<file path="src/rtl/unified_mem_arbiter.sv">
// Arbiter sharing one single-ported memory between instruction fetch (IF) and load/store (LS).
// Define ARB_ROUND_ROBIN_EN to replace LS-priority/starvation arbitration with round robin.
module unified_mem_arbiter #(
    parameter int ADDR_W      = 32,
    parameter int DATA_W      = 32,
    parameter int MEM_LATENCY = 2,
    parameter int STARVE_MAX  = 4
) (
    input  logic              clk,
    input  logic              reset_n,
    input  logic              if_req,
    input  logic [ADDR_W-1:0] if_addr,
    input  logic              if_flush,
    output logic              if_gnt,
    output logic              if_rvalid,
    output logic [DATA_W-1:0] if_rdata,
    input  logic              ls_req,
    input  logic              ls_we,
    input  logic [ADDR_W-1:0] ls_addr,
    input  logic [DATA_W-1:0] ls_wdata,
    output logic              ls_gnt,
    output logic              ls_rvalid,
    output logic [DATA_W-1:0] ls_rdata,
    output logic              mem_en,
    output logic              mem_we,
    output logic [ADDR_W-1:0] mem_addr,
    output logic [DATA_W-1:0] mem_wdata,
    input  logic [DATA_W-1:0] mem_rdata,
    output logic              busy
);

    localparam int CNT_W = $clog2(MEM_LATENCY + 1);

    typedef enum logic { S_IDLE, S_WAIT } state_t;
    typedef enum logic { OWN_IF, OWN_LS } owner_t;

    state_t             state;
    owner_t             owner;
    logic [CNT_W-1:0]   cnt;
    logic               flushed;
    logic               ls_store;
    logic               armed;

    logic               arb_open;
    logic               ls_wins;
    logic               issue;
    logic               issue_if;
    logic               issue_ls;
    logic               done;

    // Arbitration is held off for one cycle after reset release so every output stays quiet.
    assign arb_open = armed && (state == S_IDLE);
    assign issue    = arb_open && (if_req || ls_req);
    assign issue_ls = issue && ls_wins;
    assign issue_if = issue && !ls_wins;
    assign done     = (state == S_WAIT) && (cnt == CNT_W'(MEM_LATENCY));

`ifdef ARB_ROUND_ROBIN_EN
    owner_t last_owner;

    assign ls_wins = ls_req && (!if_req || (last_owner == OWN_IF));

    always_ff @(posedge clk or negedge reset_n) begin
        if (!reset_n) begin
            last_owner <= OWN_IF;
        end else if (issue) begin
            last_owner <= issue_ls ? OWN_LS : OWN_IF;
        end
    end
`else
    localparam int ST_W = $clog2(STARVE_MAX + 1);

    logic [ST_W-1:0] starve;

    assign ls_wins = ls_req && !(if_req && (starve == ST_W'(STARVE_MAX)));

    // Starvation only counts arbitration rounds; cycles spent in WAIT leave it untouched.
    always_ff @(posedge clk or negedge reset_n) begin
        if (!reset_n) begin
            starve <= '0;
        end else if (arb_open) begin
            if (!if_req || issue_if) begin
                starve <= '0;
            end else if (starve != ST_W'(STARVE_MAX)) begin
                starve <= starve + 1'b1;
            end
        end
    end
`endif

    // NOTE: sequential state uses non-blocking assignments so every flop samples pre-edge values.
    always_ff @(posedge clk or negedge reset_n) begin
        if (!reset_n) begin
            state    <= S_IDLE;
            owner    <= OWN_IF;
            cnt      <= '0;
            flushed  <= 1'b0;
            ls_store <= 1'b0;
            armed    <= 1'b0;
        end else begin
            armed <= 1'b1;
            case (state)
                S_IDLE: begin
                    if (issue) begin
                        state    <= S_WAIT;
                        cnt      <= CNT_W'(1);
                        owner    <= issue_ls ? OWN_LS : OWN_IF;
                        ls_store <= issue_ls && ls_we;
                        flushed  <= issue_if && if_flush;
                    end
                end
                S_WAIT: begin
                    cnt <= cnt + 1'b1;
                    if ((owner == OWN_IF) && if_flush) begin
                        flushed <= 1'b1;
                    end
                    if (done) begin
                        state   <= S_IDLE;
                        cnt     <= '0;
                        flushed <= 1'b0;
                    end
                end
                default: state <= S_IDLE;
            endcase
        end
    end

    assign if_gnt    = issue_if;
    assign ls_gnt    = issue_ls;
    assign mem_en    = issue;
    assign mem_we    = issue_ls && ls_we;
    assign mem_addr  = issue_ls ? ls_addr : (issue_if ? if_addr : '0);
    assign mem_wdata = issue_ls ? ls_wdata : '0;

    // A flushed fetch still occupies the memory for the full latency; only the pulse is dropped.
    assign if_rvalid = done && (owner == OWN_IF) && !flushed;
    assign if_rdata  = if_rvalid ? mem_rdata : '0;
    assign ls_rvalid = done && (owner == OWN_LS);
    assign ls_rdata  = (ls_rvalid && !ls_store) ? mem_rdata : '0;
    assign busy      = (state == S_WAIT);

    a_gnt_onehot : assert property (@(posedge clk) disable iff (!reset_n)
        !(if_gnt && ls_gnt));
    a_rvalid_onehot : assert property (@(posedge clk) disable iff (!reset_n)
        !(if_rvalid && ls_rvalid));
    a_no_gnt_in_wait : assert property (@(posedge clk) disable iff (!reset_n)
        busy |-> !(if_gnt || ls_gnt || mem_en));
    a_bus_quiet : assert property (@(posedge clk) disable iff (!reset_n)
        !mem_en |-> (mem_addr == '0 && mem_wdata == '0 && !mem_we));

endmodule

</file>
<file path="config.mk">
export PLATFORM = sky130hd
export DESIGN_NAME = unified_mem_arbiter
export DESIGN_NICKNAME = d
export VERILOG_FILES = /design/src/rtl/unified_mem_arbiter.sv
export SDC_FILE = /design/constraint.sdc
export NUM_CORES = 1
export LEC_CHECK = 0
export CAP_MARGIN = 30
export CORE_AREA = 2 2 104 106
export DETAILED_ROUTE_END_ITERATION = 16
export DIE_AREA = 0 0 106 108
export DONT_BUFFER_PORTS = 1
export PLACE_DENSITY = 0.39
export SLEW_MARGIN = 25
export SYNTH_ARGS = -nofsm -noshare
export SYNTH_HDL_FRONTEND = slang
export SYNTH_SLANG_ARGS = --single-unit
</file>
<file path="constraint.sdc">
create_clock -name clk -period 2.3 [get_ports clk]
set_input_delay 0.46 -clock clk [delete_from_list [all_inputs] [get_ports clk]]
set_output_delay 0.46 -clock clk [all_outputs]
set_load 0.02 [all_outputs]
</file>
==> impl_metrics.ini, run 1 <==
[outcome]
outcome = completed

[clock_tree]
cts.path.max_buffers = 2
cts_setup_buffers = 0
cts_buffers = 3
clk_latency_ns = 0.24
clock_sinks = 10
cts_tree = yes
clkTransAtPathRegs_ns = 0.05
cts-root-buf = clkbuf_8
cts_max_level = 1

[flow_run]
maxCapViolCount = 0

[sta]
rsz0062_at_grt = true
layout_setup_ws_ns = 0.0730
min_period_over_period = 0.968
hold_violations = 0
setup_viol = 0
fin_worst_skew_ns = 0.000999
finalSetupTns_ns = 0
drv_slew = 0
final.min_clock_period_ns = 2.23
clock.fmax_ghz = 0.449

[routing]
via_per_inst = 4.72
wire_per_inst_um = 19.2
drc = 0
drtAntennaViolNets = 0
wirelength_um = 6350
drtIter0Drc = 68
num_vias = 1561
drt_pass1_iterations = 4

[die]
ios = 269
die_area_mm2 = 0.0114
die_w_um = 106
num_rows = 37
start_util = 0.152
core-area_mm2 = 0.0102
die_h_um = 108

[place]
pre_cts_ws_ns = 0.270
io_buffer_count = 0
dp_cells = 324
dp_hpwl_um = 5290
placed_area_mm2 = 0.00169
gp_congestion = 0.789

[critical_path]
start_kind = flop
path_max_fanout = 34
crit_type = flop to primary output
arrival_ns = 1.77
critPathCaptureType = primary output
worstPathRequired_ns = 1.84

[final_layout]
area_growth_pct = 17.7
final_common_cell = and2_1
drive_gt1_frac = 0.258
final_cell_mix = 96 x and2_1, 27 x a22o_2, 10 x dfrtp_1
fillers = 1130
fin_nets = 331
design_area_mm2 = 0.00183
finalNonFillerCells = 331

[synth]
yosysSeqAreaShare = 0.161
yosys_warnings = 0
synth_area_leaders = and2_1 39%, a22o_1 19%, dfrtp_1 16%
synth_area_per_cell_um2 = 7.99
syn_area_mm2 = 0.00156
synth.top_cell.area_share = 0.389
yosys.cell_types.count = 33
synth_nets = 331
synth_top_area_cell = and2_1
ys_ff_latch = 10
syn_inst = 195

[global_route]
grt_antenna_before_repair = 2
globalRoute.totalOverflow = 0
grt_usage = 0.0882
grt_pass1_wl_um = 7370
grt_max_degree = 66
grt_pass1_vias = 1279

[power]
peakVddDrop_mv = 0.172
power_uw = 1490
p_per_area_mw_per_mm2 = 813
leakagePower_uw = 0.000778

[worst_hold_path]
holdCritPathClass = primary input to flop
## final timing paths
path,slack (ns),endpoint,start,depth (start not counted)
min reg2reg,0.53,ls_store,ls_store,1
min in group asynchronous,0.62,armed,reset_n,1
min,0.37,ls_store,ls_we,1
max reg2reg,0.77,starve[1],starve[0],6
max in group asynchronous,1.35,ls_store,reset_n,1
max,0.07,mem_addr[31],starve[0],6
## registers in the layout, indices dropped and copies added, names as in the netlist
signal    cells
ls_store      1
flushed       1
cnt           2
busy          1
owner         1
starve        3
armed         1
## synth_stat cells
cell      count
nand3_1       1
nand4b_1      1
and3_1        1
nor2b_2       1
a311o_1       1
a31oi_1       1
a31o_1        1
conb_1        1
nand3b_1      2
a21o_1        1
o31a_1        1
a32o_1        1
and2b_1       1
nand2_1       5
o22ai_1       1
and2_1       97
nor3_1        1
ha_1          2
nor3_2        1
nand2b_1      2
inv_1         3
buf_2         2
o21ai_0       2
clkbuf_2      5
a22o_1       33
nand2b_4      1
nor3b_4       1
and4b_1       2
nor2_1        1
a21boi_1      1
clkbuf_1      2
dfrtp_1      10
buf_6         9
## area by class of cell
class                           count  area [um^2]  share of cell area
Multi-Input combinational cell    164         1200               0.656
Sequential cell                    10          250               0.136
Tap cell                          136          170              0.0928
Timing Repair Buffer               13          143              0.0778
Clock buffer                        4         55.1              0.0300
Inverter                            3         11.3             0.00614
Antenna cell                        1         2.50             0.00136
## timing repair
item | in CTS | in global routing
resized for setup | 0 | 30
setup endpoints to repair | 0 | 64
hold buffers | 1 | 0
endpoints found under the hold margin | 10 | 0
## power by group
group          switching, uW  internal, uW
Clock                   72.9           151
Sequential              66.3           251
Combinational            606           344
Total                    745           747
## per-stage QoR
step	hold WS, ns	utilization
floorplan	0.164	-
global placement	0.165	0.166
detailed placement	0.165	0.166
CTS	0.363	0.172
global route	0.363	0.179
finish	0.367	0.179
## kinds of logic (layout without fill, tap and decap cells)
kind of cell    count (synthesis)  after routing  share of synthesized area
other cells                     1              2                    0.00241
fa+ha+maj                       2              2                     0.0160
flops                          10             10                      0.161
compound gates                 43             43                      0.234
buf+inv                        21             20                     0.0995
simple gates                  118            118                      0.488
## per-layer routing
metal	track usage	up-vias	share of wire
met2	0.161	150	0.53
met5	0	-	0
met4	0.0526	0	0.043
met3	0.0199	16	0.087
li1	-	662	-
met1	0.0927	733	0.34
## critical path, cell delays in order (launching register included)
cell	delay (ns)
dfrtp_1	0.38
inv_1	0.09
ha_1	0.17
a21boi_1	0.11
nor3b_4	0.24
buf_12	0.22
a22o_1	0.28
Note: power is estimated with default switching activity, not from simulation.
==> run 2, diff against run 1 <==
SKIP_LAST_GASP = 1   (was unset)
==> results of run 2 <==
No change in the layout: final DEF, timing and power equal those of run 1.
